===== src/rtl/fetch_stage.sv =====
// Instruction fetch stage: PC sequencing, imem request and a one-entry skid buffer toward if_2_rf.
// Optional perf counters (fetch_cnt, stall_cnt) are built when FETCH_PERF_CNT_EN is defined.
module fetch_stage #(
  parameter logic [63:0] RESET_PC = 64'h0
) (
  input  logic        i_clk,
  input  logic        i_rst_n,
  input  logic        i_stall,
  input  logic        i_flush,
  input  logic        i_br_taken,
  input  logic [63:0] i_br_target,
  output logic        o_imem_req,
  output logic [63:0] o_imem_addr,
  input  logic        i_imem_ready,
  input  logic [31:0] i_imem_rdata,
  output logic [63:0] o_pc_out,
  output logic [31:0] o_instr_out,
  output logic        o_valid_out,
  output logic [63:0] o_pc_plus4_out
`ifdef FETCH_PERF_CNT_EN
  ,
  output logic [31:0] o_fetch_cnt,
  output logic [31:0] o_stall_cnt
`endif
);

  // state | meaning
  // BOOT  | one idle cycle after reset, no request
  // FETCH | requesting imem at pc, delivering when downstream accepts
  // HOLD  | word parked in skid buffer, waiting for stall to drop
  localparam logic [1:0] S_BOOT  = 2'd0;
  localparam logic [1:0] S_FETCH = 2'd1;
  localparam logic [1:0] S_HOLD  = 2'd2;

  logic [1:0]  r_state;
  logic [63:0] r_pc;
  logic [63:0] r_pc_out;
  logic [31:0] r_instr_out;
  logic        r_valid_out;
  logic [31:0] r_skid_data;

  logic [1:0]  w_state_nxt;
  logic [63:0] w_pc_nxt;
  logic        w_load;
  logic [31:0] w_load_instr;
  logic        w_bubble;
  logic        w_skid_cap;
  logic        w_valid_nxt;
  logic        w_deliver;
  logic        w_unused_tgt_lsb;

  assign w_unused_tgt_lsb = ^i_br_target[1:0];

  always_comb begin
    w_state_nxt  = r_state;
    w_pc_nxt     = r_pc;
    w_load       = 1'b0;
    w_load_instr = i_imem_rdata;
    w_bubble     = 1'b0;
    w_skid_cap   = 1'b0;
    if (i_br_taken) begin
      w_state_nxt = S_FETCH;
      w_pc_nxt    = {i_br_target[63:2], 2'b00};
      w_bubble    = 1'b1;
    end else begin
      case (r_state)
        S_BOOT: w_state_nxt = S_FETCH;
        S_FETCH: begin
          if (!i_stall) begin
            if (i_imem_ready) begin
              w_load   = 1'b1;
              w_pc_nxt = r_pc + 64'd4;
            end else begin
              w_bubble = 1'b1;
            end
          end else if (i_imem_ready) begin
            w_skid_cap  = 1'b1;
            w_state_nxt = S_HOLD;
          end
        end
        S_HOLD: begin
          if (!i_stall) begin
            w_load       = 1'b1;
            w_load_instr = r_skid_data;
            w_pc_nxt     = r_pc + 64'd4;
            w_state_nxt  = S_FETCH;
          end
        end
        default: w_state_nxt = S_BOOT;
      endcase
    end
  end

  // flush squashes whatever lands on the output, but pc/skid still advance normally
  always_comb begin
    w_valid_nxt = r_valid_out;
    if (i_br_taken || i_flush) w_valid_nxt = 1'b0;
    else if (w_load)           w_valid_nxt = 1'b1;
    else if (w_bubble)         w_valid_nxt = 1'b0;
  end

  assign w_deliver = w_load & ~i_flush & ~i_br_taken;

  always_ff @(posedge i_clk or negedge i_rst_n) begin
    if (!i_rst_n) begin
      r_state     <= S_BOOT;
      r_pc        <= RESET_PC;
      r_pc_out    <= 64'd0;
      r_instr_out <= 32'd0;
      r_valid_out <= 1'b0;
      r_skid_data <= 32'd0;
    end else begin
      r_state     <= w_state_nxt;
      r_pc        <= w_pc_nxt;
      r_valid_out <= w_valid_nxt;
      if (w_load) begin
        r_pc_out    <= r_pc;
        r_instr_out <= w_load_instr;
      end
      if (w_skid_cap) r_skid_data <= i_imem_rdata;
    end
  end

  assign o_imem_req     = (r_state == S_FETCH);
  assign o_imem_addr    = r_pc;
  assign o_pc_out       = r_pc_out;
  assign o_instr_out    = r_instr_out;
  assign o_valid_out    = r_valid_out;
  assign o_pc_plus4_out = r_pc_out + 64'd4;

`ifdef FETCH_PERF_CNT_EN
  logic [31:0] r_fetch_cnt;
  logic [31:0] r_stall_cnt;

  always_ff @(posedge i_clk or negedge i_rst_n) begin
    if (!i_rst_n) begin
      r_fetch_cnt <= 32'd0;
      r_stall_cnt <= 32'd0;
    end else begin
      if (w_deliver && (r_fetch_cnt != 32'hFFFF_FFFF))
        r_fetch_cnt <= r_fetch_cnt + 32'd1;
      if (i_stall && r_valid_out && (r_stall_cnt != 32'hFFFF_FFFF))
        r_stall_cnt <= r_stall_cnt + 32'd1;
    end
  end

  assign o_fetch_cnt = r_fetch_cnt;
  assign o_stall_cnt = r_stall_cnt;
`else
  logic w_unused_deliver;
  assign w_unused_deliver = w_deliver;
`endif

endmodule

===== config.mk =====
export PLATFORM = sky130hd
export DESIGN_NAME = fetch_stage
export DESIGN_NICKNAME = d
export VERILOG_FILES = /design/src/rtl/fetch_stage.sv
export SDC_FILE = /design/constraint.sdc
export NUM_CORES = 1
export LEC_CHECK = 0
export BUFFER_PORTS_ARGS = -buffer_cell sky130_fd_sc_hd__buf_2
export CORE_ASPECT_RATIO = 1.75
export CORE_MARGIN = 2
export CORE_UTILIZATION = 50
export CTS_CLUSTER_DIAMETER = 30
export DETAILED_ROUTE_END_ITERATION = 7
export PLACE_DENSITY = 0.79
export SYNTH_ARGS = -nofsm -noshare
export SYNTH_HDL_FRONTEND = slang
export SYNTH_SLANG_ARGS = --single-unit

===== constraint.sdc =====
create_clock -name i_clk -period 4.2 [get_ports i_clk]
set_input_delay 0.42 -clock i_clk [delete_from_list [all_inputs] [get_ports i_clk]]
set_output_delay 0.42 -clock i_clk [all_outputs]
set_load 0.1 [all_outputs]

==> impl_metrics.ini, run 1 <==
[outcome]
status = complete, but fails checks
violations = negative hold slack

[clock_network]
cts_sinks = 191
clockBufferDepth = 2
cts-root-buf = clkbuf_16
path_clk_slew_ps = 70
cts_resized = 0
clk-insertion-delay-late_ps = 440
ctsHtreeMaxLevel = 4
post_cts_buffers = 0
cts_hold_buf = 0
cts_tree = yes
cts_made_buffers = 17

[worst_setup_path]
regToRegSetupSlack_ps = 790
r2r-start = r_state[1]
crit_path_end = o_pc_plus4_out[56]
crit_path_max_incr_delay_ps = 830
arrival_ps = 3400
crit_path_end_kind = output port
ff2ff_path_depth = 7
critical_path_required_ps = 3780
worstReg2RegEnd = o_imem_addr[49]
startpoint = o_pc_out[12]
path_class = register to output port
crit_fanout = 11
cp-start-kind = register
crit_path_cell_trace = and4_1, nand4_1, or4_1, nor4_1, xor2_2, buf_2
cp_slowest_cell = or4_1

[run]
cap_violations = 0

[synthesis]
synth-seq-cells = 191
synth_flop_cell = dfrtp_1
syn_area_sq_um = 10200
ys_seq_area_share_pct = 47.0
synth-edff-count = 0
syn_inst = 1055
avgSynthCellArea_sq_um = 9.63
yosysWarnings = 0
synth_cell_types = 43
asyncSetResetFlopFracSynth_pct = 100

[sta]
rsz0062_at_grt = no
fin_hold_ws_ps = -1.96
hold_viol_final = 1
clock_skew_ps = 13.0
relSlewSlack_pct = 30.0
post-route-period-util_pct = 90.9
finalSetupViolCount = 0
slew_viol_final = 0
finalCriticalPeriod_ps = 3820
tightestPinTransition_ps = 1040
clock.fmax_ghz = 0.262
fin_ws_ps = 382

[layout]
drive_gt1_share_pct = 36.1
fillers = 1679
layout.nets = 1462
synthToLayoutAreaGrowth_pct = 25.8
antennaDiodeCount = 0

[detailed_routing]
postRouteAntennaNets = 0
routed-wl-met3_um = 1990
drc = 0
vias = 9340
drt_iter0_drc = 533
wl_met1_um = 10700
dr.pass1.iters = 5
routed_wl_um = 30400
wl_per_cell_um = 18.8
top_layer = met5
viasPerCell = 5.78
met2_length_um = 16500

[floorplanning]
ios = 328
coreArea_sq_um = 20100
start_util_pct = 50.5
die_h_um = 193
num_rows = 69
die_area_sq_um = 21500
die_x_um = 112

[global_route]
first_global_vias = 9164
grt_max_degree = 109
track_usage_pct = 27.8
antenna_found_initial = 1
grt_pass1_wl_um = 47200
gr-total-overflow = 0

[min_path]
hold_class = primary input to asynchronous set/reset pin

[place]
port_buffers = 319
hpwl_um = 22900
dp_slack_ps = 828
gp_congestion = 0.909
## cells in the mapped netlist, types with 2 or more instances
master      n  area share, %
and4_1     12            1.0
nand2b_1    2           0.12
inv_1      22           0.81
nor4_1     28            1.7
nor3_1     30            1.5
nor4b_1     3           0.26
nand3_1    55            2.7
xnor2_1    55            4.7
clkbuf_1   43            1.6
nor3b_1     2           0.15
xor2_1     40            3.4
buf_1       5           0.18
nand2_1    93            3.4
nor2_1     80            3.0
o21ai_0    58            2.9
buf_4       6           0.44
buf_2       2          0.099
and3_1     13           0.80
o31a_1      2           0.17
a31oi_1    25            1.5
mux2i_1     2           0.20
mux2_2     87            9.6
nand4_1    35            2.2
nand4b_1    2           0.17
ha_1        6           0.74
or3_1      18            1.1
o31ai_1     9           0.66
or4_1      13           0.96
a21oi_1    67            3.3
nor2b_1    33            2.0
dfrtp_1   191             47
and2_1      4           0.25
buf_6       2           0.22
## sequential cells by signal, summed over array words and instances (netlist names)
register / flops
o_pc_out: 62
r_state: 2
o_imem_addr: 62
o_valid_out: 1
r_skid_data: 32
o_instr_out: 32
## metal layers
metal / track usage, % / vias to the layer above
met5: 0 / -
met3: 5.78 / 84
met1: 30.0 / 4557
met2: 51.8 / 375
li1: - / 4322
met4: 12.6 / 2
## cell usage in the layout, fill, tap and decap left out, types with 17 or more instances in the layout
master	count
a21oi_1	67
a31oi_1	25
buf_2	318
clkbuf_16	17
dfrtp_1	191
inv_1	22
mux2_2	87
nand2_1	93
nand3_1	55
nand4_1	35
nor2_1	80
nor2b_1	33
nor3_1	30
nor4_1	28
o21ai_0	58
or3_1	18
xnor2_1	44
xor2_1	18
xor2_2	22
## worst min path at each step
stage / to / slack [ps]
final: o_instr_out[13] / -2
after floorplan: o_imem_addr[10] / 120
after detailed placement: r_skid_data[13] / 500
after global placement: r_skid_data[18] / 490
after global routing: o_instr_out[13] / 60
after CTS: o_instr_out[13] / 40
## cell type report
cell class | instances | area, sq um | area share, %
Timing Repair Buffer | 333 | 1740 | 13.6
Clock buffer | 17 | 425 | 3.33
Clock inverter | 15 | 128 | 0.998
Sequential cell | 191 | 4780 | 37.4
Multi-Input combinational cell | 788 | 5320 | 41.6
Tap cell | 248 | 310 | 2.43
Inverter | 23 | 86.3 | 0.675
## critical path: cells and delay by family, from the launching register on
| kind | cells | cell delay (ps) |
|---|---|---|
| and+or+nand+nor | 4 | 1930 |
| xor gates and xnor gates | 1 | 150 |
| DFF | 1 | 440 |
| buffers and inverters | 1 | 440 |
## stage by stage
stage	hold slack, ps	util, %	cells	instance area, sq um	setup TNS, ps
finish	-1.96	63.6	1615	12800	0
floorplan	124	-	1060	10400	-176
global route	56.3	63.6	1615	12800	0
CTS	37.2	63.6	1615	12800	0
global placement	487	60.8	1583	12200	0
detailed placement	496	60.8	1583	12200	0
## logic make-up after synthesis
kind of cell               synth area share, %
AOI/OAI and AO/OA                         8.79
xor gates and xnor gates                  8.19
adders and majority gates                0.739
buffers and inverters                     3.39
DFF                                       47.0
muxes                                     9.84
other                                   0.0369
and+or+nand+nor                           22.0
Power of run 1 is not shown: default switching activity piles up to over one toggle a cycle in this logic, so the estimate is an artifact.
==> run 2: changes to the inputs <==
--- a/config.mk
+++ b/config.mk
@@ -8,10 +8,10 @@
 export BUFFER_PORTS_ARGS = -buffer_cell sky130_fd_sc_hd__buf_2
 export CORE_ASPECT_RATIO = 1.75
 export CORE_MARGIN = 2
-export CORE_UTILIZATION = 50
+export CORE_UTILIZATION = 40
 export CTS_CLUSTER_DIAMETER = 30
 export DETAILED_ROUTE_END_ITERATION = 7
-export PLACE_DENSITY = 0.79
+export PLACE_DENSITY = 0.65
 export SYNTH_ARGS = -nofsm -noshare
 export SYNTH_HDL_FRONTEND = slang
 export SYNTH_SLANG_ARGS = --single-unit
==> run 2 against run 1 <==
Compared with the run above:
- the run now ends clean
- critical endpoint unchanged
- critical path depth is 1 higher
- cell count up 4.5%
- utilization shrank 12 points
- first-iteration DRC count fell by 27%
- critical path type unchanged
==> impl_metrics.ini, run 2 (synthesis results as in run 1) <==
[run]
cap_violations = 0

[worst_setup_path]
ff2ff_path_depth = 7
crit_path_cell_trace = ha_1, and2_1, nand4_1, or4_1, nor4_1, xor2_2, buf_2
regToRegSetupSlack_ps = 860
critical_path_required_ps = 3780
path_delay_family = simple AND/OR/NAND/NOR gates
arrival_ps = 3490
crit_path_max_incr_delay_ps = 750
path_class = register to output port
cp_slowest_cell = or4_1
r2r-start = r_state[1]
crit_buf_inv = 1
crit_path_end_kind = output port
cp-start-kind = register
crit_fanout = 11
worstReg2RegEnd = o_imem_addr[49]

[detailed_routing]
vias = 9056
routed_wl_um = 31500
met2_length_um = 17000
drt_iter0_drc = 391
drc = 0
wl_per_cell_um = 18.7
viasPerCell = 5.37
top_layer = met5
routed-wl-met3_um = 1540
wl_met1_um = 12000
dr.pass1.iters = 5
postRouteAntennaNets = 0

[clock_network]
cts_sinks = 191
clockBufferDepth = 2
cts_tree = yes
ctsHtreeMaxLevel = 4
cts_hold_buf = 0
clk-insertion-delay-late_ps = 460
path_clk_slew_ps = 70
cts-root-buf = clkbuf_16
cts_resized = 0
post_cts_buffers = 0
cts_made_buffers = 17

[floorplanning]
num_rows = 77
die_x_um = 124
die_area_sq_um = 26700
die_h_um = 215
start_util_pct = 40.4
coreArea_sq_um = 25100
ios = 328

[sta]
relSlewSlack_pct = 25.2
finalSetupViolCount = 0
finalCriticalPeriod_ps = 3910
clock.fmax_ghz = 0.256
hold_viol_final = 0
fin_ws_ps = 291
rsz0062_at_grt = no
post-route-period-util_pct = 93.1
fin_hold_ws_ps = 61.4
tightestPinTransition_ps = 1110
clock_skew_ps = 9.97
slew_viol_final = 0

[global_route]
track_usage_pct = 23.4
gr-total-overflow = 0
grt_max_degree = 118
first_global_vias = 8757
grt_pass1_wl_um = 49200
antenna_found_initial = 3

[place]
port_buffers = 319
dp.cells = 1656
gp_congestion = 0.893
dp_slack_ps = 757
hpwl_um = 24100

[layout]
drive_gt1_share_pct = 36.2
synthToLayoutAreaGrowth_pct = 26.5
layout_commonest_cell = buf_2
layout.nets = 1467
final_cell_mix = 318 x buf_2, 191 x dfrtp_1, 93 x nand2_1
stdcell_count = 1687

[outcome]
status = complete, no violations

[min_path]
hold_class = primary input to asynchronous set/reset pin
-- run 2: cell types whose count changed in the layout (fill, tap and decap cells not counted) --
cell and change:
diode_2 +2, clkbuf_8 +1, clkinvlp_4 +1, clkinv_2 +2
inv_8 -3, inv_6 -2, clkinv_4 -3, buf_4 +6
clkbuf_1 +1, buf_12 -1
-- run 2: worst max path at each step --
stage / startpoint / end / slack (ps) / depth (start not counted)
detailed placement: o_pc_out[2] / o_pc_plus4_out[56] / 760 / 7
finish: o_pc_out[2] / o_pc_plus4_out[56] / 290 / 7
CTS: o_pc_out[2] / o_pc_plus4_out[56] / 240 / 7
floorplan: o_pc_out[3] / o_pc_plus4_out[46] / -180 / 5
global placement: o_pc_out[2] / o_pc_plus4_out[56] / 770 / 7
global route: o_pc_out[2] / o_pc_plus4_out[56] / 110 / 7
-- run 2: final cells by class --
| cell class | instances | area (sq um) |
|---|---|---|
| Tap cell | 316 | 395 |
| Fill cell | 2410 | 12300 |
| Inverter | 23 | 86.3 |
| Sequential cell | 191 | 4780 |
| Antenna cell | 2 | 5.00 |
| Clock buffer | 19 | 443 |
| Timing Repair Buffer | 338 | 1760 |
| Multi-Input combinational cell | 788 | 5320 |
| Clock inverter | 10 | 67.6 |
-- run 2: per-stage QoR --
step                cell area (sq um)  util [%]  TNS, ps
floorplan                       10400         -     -176
global placement                12300      49.1        0
detailed placement              12300      49.1        0
CTS                             12900      51.1        0
global route                    12900      51.1        0
finish                          12900      51.1        0
-- run 2: worst register-to-register path, delay by kind of cell (launching register included) --
family | cells | cell delay (ps)
AOI/OAI and AO/OA | 1 | 160
adders and majority gates | 1 | 330
buffers and inverters | 1 | 100
DFF | 1 | 430
muxes | 1 | 210
and+or+nand+nor | 3 | 2020
-- run 2: layer usage --
| layer | vias up | global-route usage, % |
|---|---|---|
| met5 | - | 0 |
| met4 | 2 | 11.4 |
| met3 | 57 | 4.46 |
| met2 | 257 | 42.5 |
| met1 | 4406 | 26.1 |
| li1 | 4334 | - |
Power of run 2 is left out for the same reason.
